--- config.mk ---
export PLATFORM = sky130hd
export DESIGN_NAME = uvml_st_rx_fifo
export DESIGN_NICKNAME = d
export VERILOG_FILES = /design/src/rtl/uvml_st_rx_fifo.sv
export SDC_FILE = /design/constraint.sdc
export NUM_CORES = 1
export LEC_CHECK = 0
export ABC_AREA = 1
export ABC_CLOCK_PERIOD_IN_PS = 2020
export CORE_MARGIN = 1
export CORE_UTILIZATION = 51
export DETAILED_ROUTE_END_ITERATION = 8
export PLACE_DENSITY = 0.79
export SLEW_MARGIN = 10
export SYNTH_ARGS = -nofsm -noshare
export SYNTH_HDL_FRONTEND = slang
export SYNTH_SLANG_ARGS = --single-unit
--- constraint.sdc ---
create_clock -name clk -period 2.02 [get_ports clk]
set_input_delay 0.606 -clock clk [delete_from_list [all_inputs] [get_ports clk]]
set_output_delay 0.606 -clock clk [all_outputs]
set_load 0.02 [all_outputs]
--- src/rtl/uvml_st_rx_fifo.sv ---
// uvml_st_rx_fifo: link receiver that captures enabled bytes into a show-ahead FIFO and counts overflow drops (optional rx_byte_cnt via UVML_ST_RX_FIFO_BYTE_CNT_EN)
module uvml_st_rx_fifo #(
  parameter int DEPTH = 8,
  parameter int CNT_W = 16
) (
  input  logic                     clk,
  input  logic                     reset,
  input  logic                     enable,
  input  logic [7:0]               data,
  output logic                     out_valid,
  output logic [7:0]               out_data,
  input  logic                     out_ready,
  output logic [$clog2(DEPTH):0]   level,
  output logic                     overflow,
  output logic [CNT_W-1:0]         drop_cnt,
  input  logic                     clr_ovf
`ifdef UVML_ST_RX_FIFO_BYTE_CNT_EN
  ,
  output logic [31:0]              rx_byte_cnt
`endif
);
  localparam int AW = $clog2(DEPTH);
  logic             cap_vld_q;
  logic [7:0]       cap_data_q;
  logic [7:0]       mem_q [DEPTH];
  logic [AW-1:0]    wptr_q, rptr_q;
  logic [AW:0]      level_q, level_d;
  logic             ovf_q, ovf_d;
  logic [CNT_W-1:0] drop_q, drop_d;
  logic             full, pop, push, drop;
  assign out_valid = level_q != '0;
  assign out_data  = out_valid ? mem_q[rptr_q] : 8'h00;
  assign level     = level_q;
  assign overflow  = ovf_q;
  assign drop_cnt  = drop_q;
  // a pop frees a slot on the same edge, so a full FIFO still accepts a byte when it is being read
  always_comb begin
    full    = level_q == (AW+1)'(DEPTH);
    pop     = out_valid & out_ready;
    push    = cap_vld_q & (!full | pop);
    drop    = cap_vld_q & full & !pop;
    level_d = (push && !pop) ? level_q + 1'b1 : (!push && pop) ? level_q - 1'b1 : level_q;
    ovf_d   = clr_ovf ? drop : (ovf_q | drop);
    drop_d  = clr_ovf ? CNT_W'(drop) : (drop && !(&drop_q)) ? drop_q + 1'b1 : drop_q;
  end
  // capture stage, pointers, occupancy and overflow bookkeeping
  always_ff @(posedge clk) begin
    if (reset) begin
      cap_vld_q  <= 1'b0;
      cap_data_q <= 8'h00;
      wptr_q     <= '0;
      rptr_q     <= '0;
      level_q    <= '0;
      ovf_q      <= 1'b0;
      drop_q     <= '0;
    end else begin
      cap_vld_q  <= enable;
      cap_data_q <= data;
      if (push) wptr_q <= wptr_q + 1'b1;
      if (pop) rptr_q <= rptr_q + 1'b1;
      level_q    <= level_d;
      ovf_q      <= ovf_d;
      drop_q     <= drop_d;
    end
  end
  // storage needs no reset: out_data is masked while the FIFO is empty
  always_ff @(posedge clk) begin
    if (!reset && push) mem_q[wptr_q] <= cap_data_q;
  end
`ifdef UVML_ST_RX_FIFO_BYTE_CNT_EN
  logic [31:0] byte_cnt_q;
  assign rx_byte_cnt = byte_cnt_q;
  // counts accepted bytes only; wraps and ignores clr_ovf
  always_ff @(posedge clk) begin
    if (reset) byte_cnt_q <= '0;
    else if (push) byte_cnt_q <= byte_cnt_q + 1'b1;
  end
`endif
endmodule

==> results.md <==
* Status: finished with violations
* Failing checks: setup timing
* CTS tree: built
* Power per cell area at 1030 mW/mm²
* Worst Slack Setup Final at -0.215 ns
* Clock net sink count at 103
* Inst Count DP at 643
* Worst slew pin tran at 0.382 ns
* Syn Inst Count at 472
* First-pass GRT wire length at 16.3 mm
* Layout Area Growth over Synthesis at 25.4%
* Yosys reg bits at 103
* Initial Utilization at 53.7%
* Hold_buf cts at 0
* CTS max path bufs at 2
* FMAX at 448 MHz
* CP Class: reg -> out
* Reg2reg end: level[3]
* Cell leakage power at 0.00226 µW
* Synth cell types at 27
* Post-Syn Nets at 492
* # fillers at 635
* Via count at 3,522
* MaxCap Viol Count at 0
* Fin nets at 581
* Netlist Area Pre-Place at 0.00450 mm²
* Worst-path cell chain: buf_6 -> buf_6 -> mux2i_2 -> o22ai_1 -> nor2_1 -> nor2_1 -> buf_4
* Clock Skew at 0.0113 ns
* R2r worst-path depth at 14
* Yosys top cell area share at 42.7%
* Core area at 0.00838 mm²
* Register Area at 0.00271 mm²
* Placed Area at 0.00531 mm²
* Final setup fails at 8
* Overall routing resource usage at 24.0%
* Syn Area/Cell at 9.54 µm²
* Hold Path End: rptr_q[2]
* Period utilization at 111%
* Tmin final at 2.23 ns
* Fin. max-slew vios at 0
* VDD IR max at 0.812 mV
* Ports at 43
* DRC viols at 0
* Initial antenna violation count at 0
* IO buf count at 42
* Initial drt markers at 183
* Number of iterations in the first detailed-routing pass at 5
* Dpl hpwl at 6.60 mm
* DIE AREA at 0.00921 mm²
* CP endpoint kind: output pin
* Final Util at 67.4%
* Die height at 96.0 µm
* Aggregate global routing overflow at 0
* Multi-input logic area at 0.00161 mm²
* Hold_sp: rptr_q[2]
* Endpoints failing hold at 0
* Largest cells by area after synthesis: edfxtp_1, dfxtp_1, nor2_1
* Finished Layout Cells at 671
* # diodes at 0
* Clock latency on the worst-skew pair at 0.37 ns
* Clk root buf: clkbuf_8
* Reg-to-Reg Start: level[1]
* Class of the worst hold path: reg -> reg
* Slowest cell on crit path: dfxtp_4
* Row count at 33
* Final Wtd Congestion at 0.847
* WP data arrival at 1.63 ns
* Endpoint required time on the critical path at 1.41 ns
* Crit Path Max Fanout at 7
* Total Power at 5830 µW
* Slew headroom at 74.4%
* Die W at 96.0 µm
* # H-tree levels at 3
* Antenna-violating nets left at 0
* Share of cells above drive strength 1 at 17.8%
* Cts bufs inserted at 9
* Clock-pin slew on the worst setup and hold paths at 0.10 ns
* CP peak stage delay at 0.42 ns
* CP startpoint kind: flop
* Via-per-instance ratio at 5.25
* Drt wl/cell at 14.7 µm
* Ys Warns at 0
* Setup WS pre-CTS at -0.506 ns
* Hold path depth at 2
* Maximum number of pins on one net before global-route repair at 33
* Vias in the first global route at 3,452
* Post-synthesis sequential area ratio at 60.0%
* RSZ-0062 raised after global routing: yes
* Biggest area consumer among synthesized cells: edfxtp_1
* Final Cell Area at 0.00565 mm²
* Routed WL at 9.87 mm
* FF-to-FF setup slack at 0.11 ns
per-stage QoR:
| stage | hold slack, ns | setup TNS, ns |
|---|---|---|
| after CTS | 0.481 | -1.47 |
| after global routing | 0.501 | -2.22 |
| after global placement | 0.450 | -13.75 |
| after floorplan | 0.433 | -0.246 |
| after detailed placement | 0.465 | -19.53 |
| final | 0.480 | -1.35 |
power by group:
group | internal, µW | switching [µW]
clock network | 593 | 724
logic | 939 | 1150
registers | 2330 | 99.8
cells in the mapped netlist:
cell type	number
ha_1	6
clkinv_1	1
nand2_2	1
edfxtp_1	64
nand4_1	8
dfxtp_1	39
a21oi_1	22
nor2_1	86
nor3_1	4
inv_4	1
nand2_1	82
inv_1	41
nand3_1	15
buf_6	2
xnor2_1	4
or2_1	1
buf_2	5
o21ai_0	47
nand3_2	1
mux2i_1	8
clkbuf_1	8
fa_1	1
nor2_4	3
nand2_4	3
xor2_1	7
o22ai_1	9
nor2_2	3
flip-flops by register name (all words and copies together), names as in the netlist, named ones only:
name / flops
overflow: 1
level: 4
mem_q: 64
drop_cnt: 16
rptr_q: 3
wptr_q: 3
cap_vld_q: 1
cap_data_q: 8
critical path, delay by kind of cell (launching register included):
family          cells  cell delay, ns
flops               1            0.42
buf+inv             3            0.38
mux                 1            0.20
simple gates        2            0.14
compound gates      1            0.10
worst max path at each step:
stage,cells past startpoint,start,slack [ns],endpoint
after floorplan,6,level[0],-0.008,mem_q[0][0]
after global placement,14,out_ready,-0.40,level[3]
after detailed placement,14,out_ready,-0.51,level[3]
after CTS,7,flop,-0.20,out_data[6]
after global routing,8,flop,-0.30,out_data[3]
final,7,flop,-0.21,out_data[6]
placed cells by master (no fill, tap or decap), types with 2 or more instances in the layout:
| cell type | n |
|---|---|
| buf_6 | 7 |
| buf_12 | 3 |
| o21ai_1 | 22 |
| nand2_2 | 2 |
| edfxtp_1 | 64 |
| inv_1 | 37 |
| mux2i_1 | 7 |
| ha_4 | 3 |
| nor3_1 | 4 |
| buf_4 | 46 |
| a21oi_1 | 21 |
| xnor2_1 | 4 |
| nand2_1 | 81 |
| ha_1 | 3 |
| nor2_1 | 84 |
| clkdlybuf4s50_1 | 14 |
| inv_2 | 3 |
| o21ai_0 | 25 |
| xor2_1 | 7 |
| inv_4 | 2 |
| nor2_2 | 5 |
| inv_6 | 2 |
| buf_2 | 2 |
| dlygate4sd2_1 | 18 |
| nand2_4 | 3 |
| nor2_4 | 3 |
| nand4_1 | 8 |
| clkbuf_8 | 9 |
| nand3_1 | 15 |
| dfxtp_1 | 37 |
| o22ai_1 | 9 |
logic make-up after synthesis:
kind of cell / synth area share, %
AO/OA/AOI/OAI: 8.92
XOR/XNOR: 2.14
adder cells (fa/ha/maj): 2.11
buffers and inverters: 5.36
flip-flops: 60.0
multiplexers: 1.78
AND/OR/NAND/NOR: 19.7
timing repair:
action                     in CTS  in global routing
pin swaps                      13                  4
setup endpoints to repair      28                 14
resized for setup              93                 16
gates cloned                    2                  0
setup buffers                   9                  1
per-layer routing:
layer	GRT usage (%)	up-vias	wire, µm
met1	28.9	1653	4150
met2	41.9	100	5000
li1	-	1751	-
met3	4.90	18	514
met4	9.95	0	205
met5	0	-	0
final cells by class:
cell class / count / area share, %
clock buffer: 10 / 2.26
clock inverter: 6 / 1.37
inverter: 43 / 2.95
multi-input combinational: 311 / 28.5
sequential: 103 / 48.0
tap: 105 / 2.33
timing repair buffer: 93 / 14.6
Note: power is estimated with default switching activity, not from simulation.
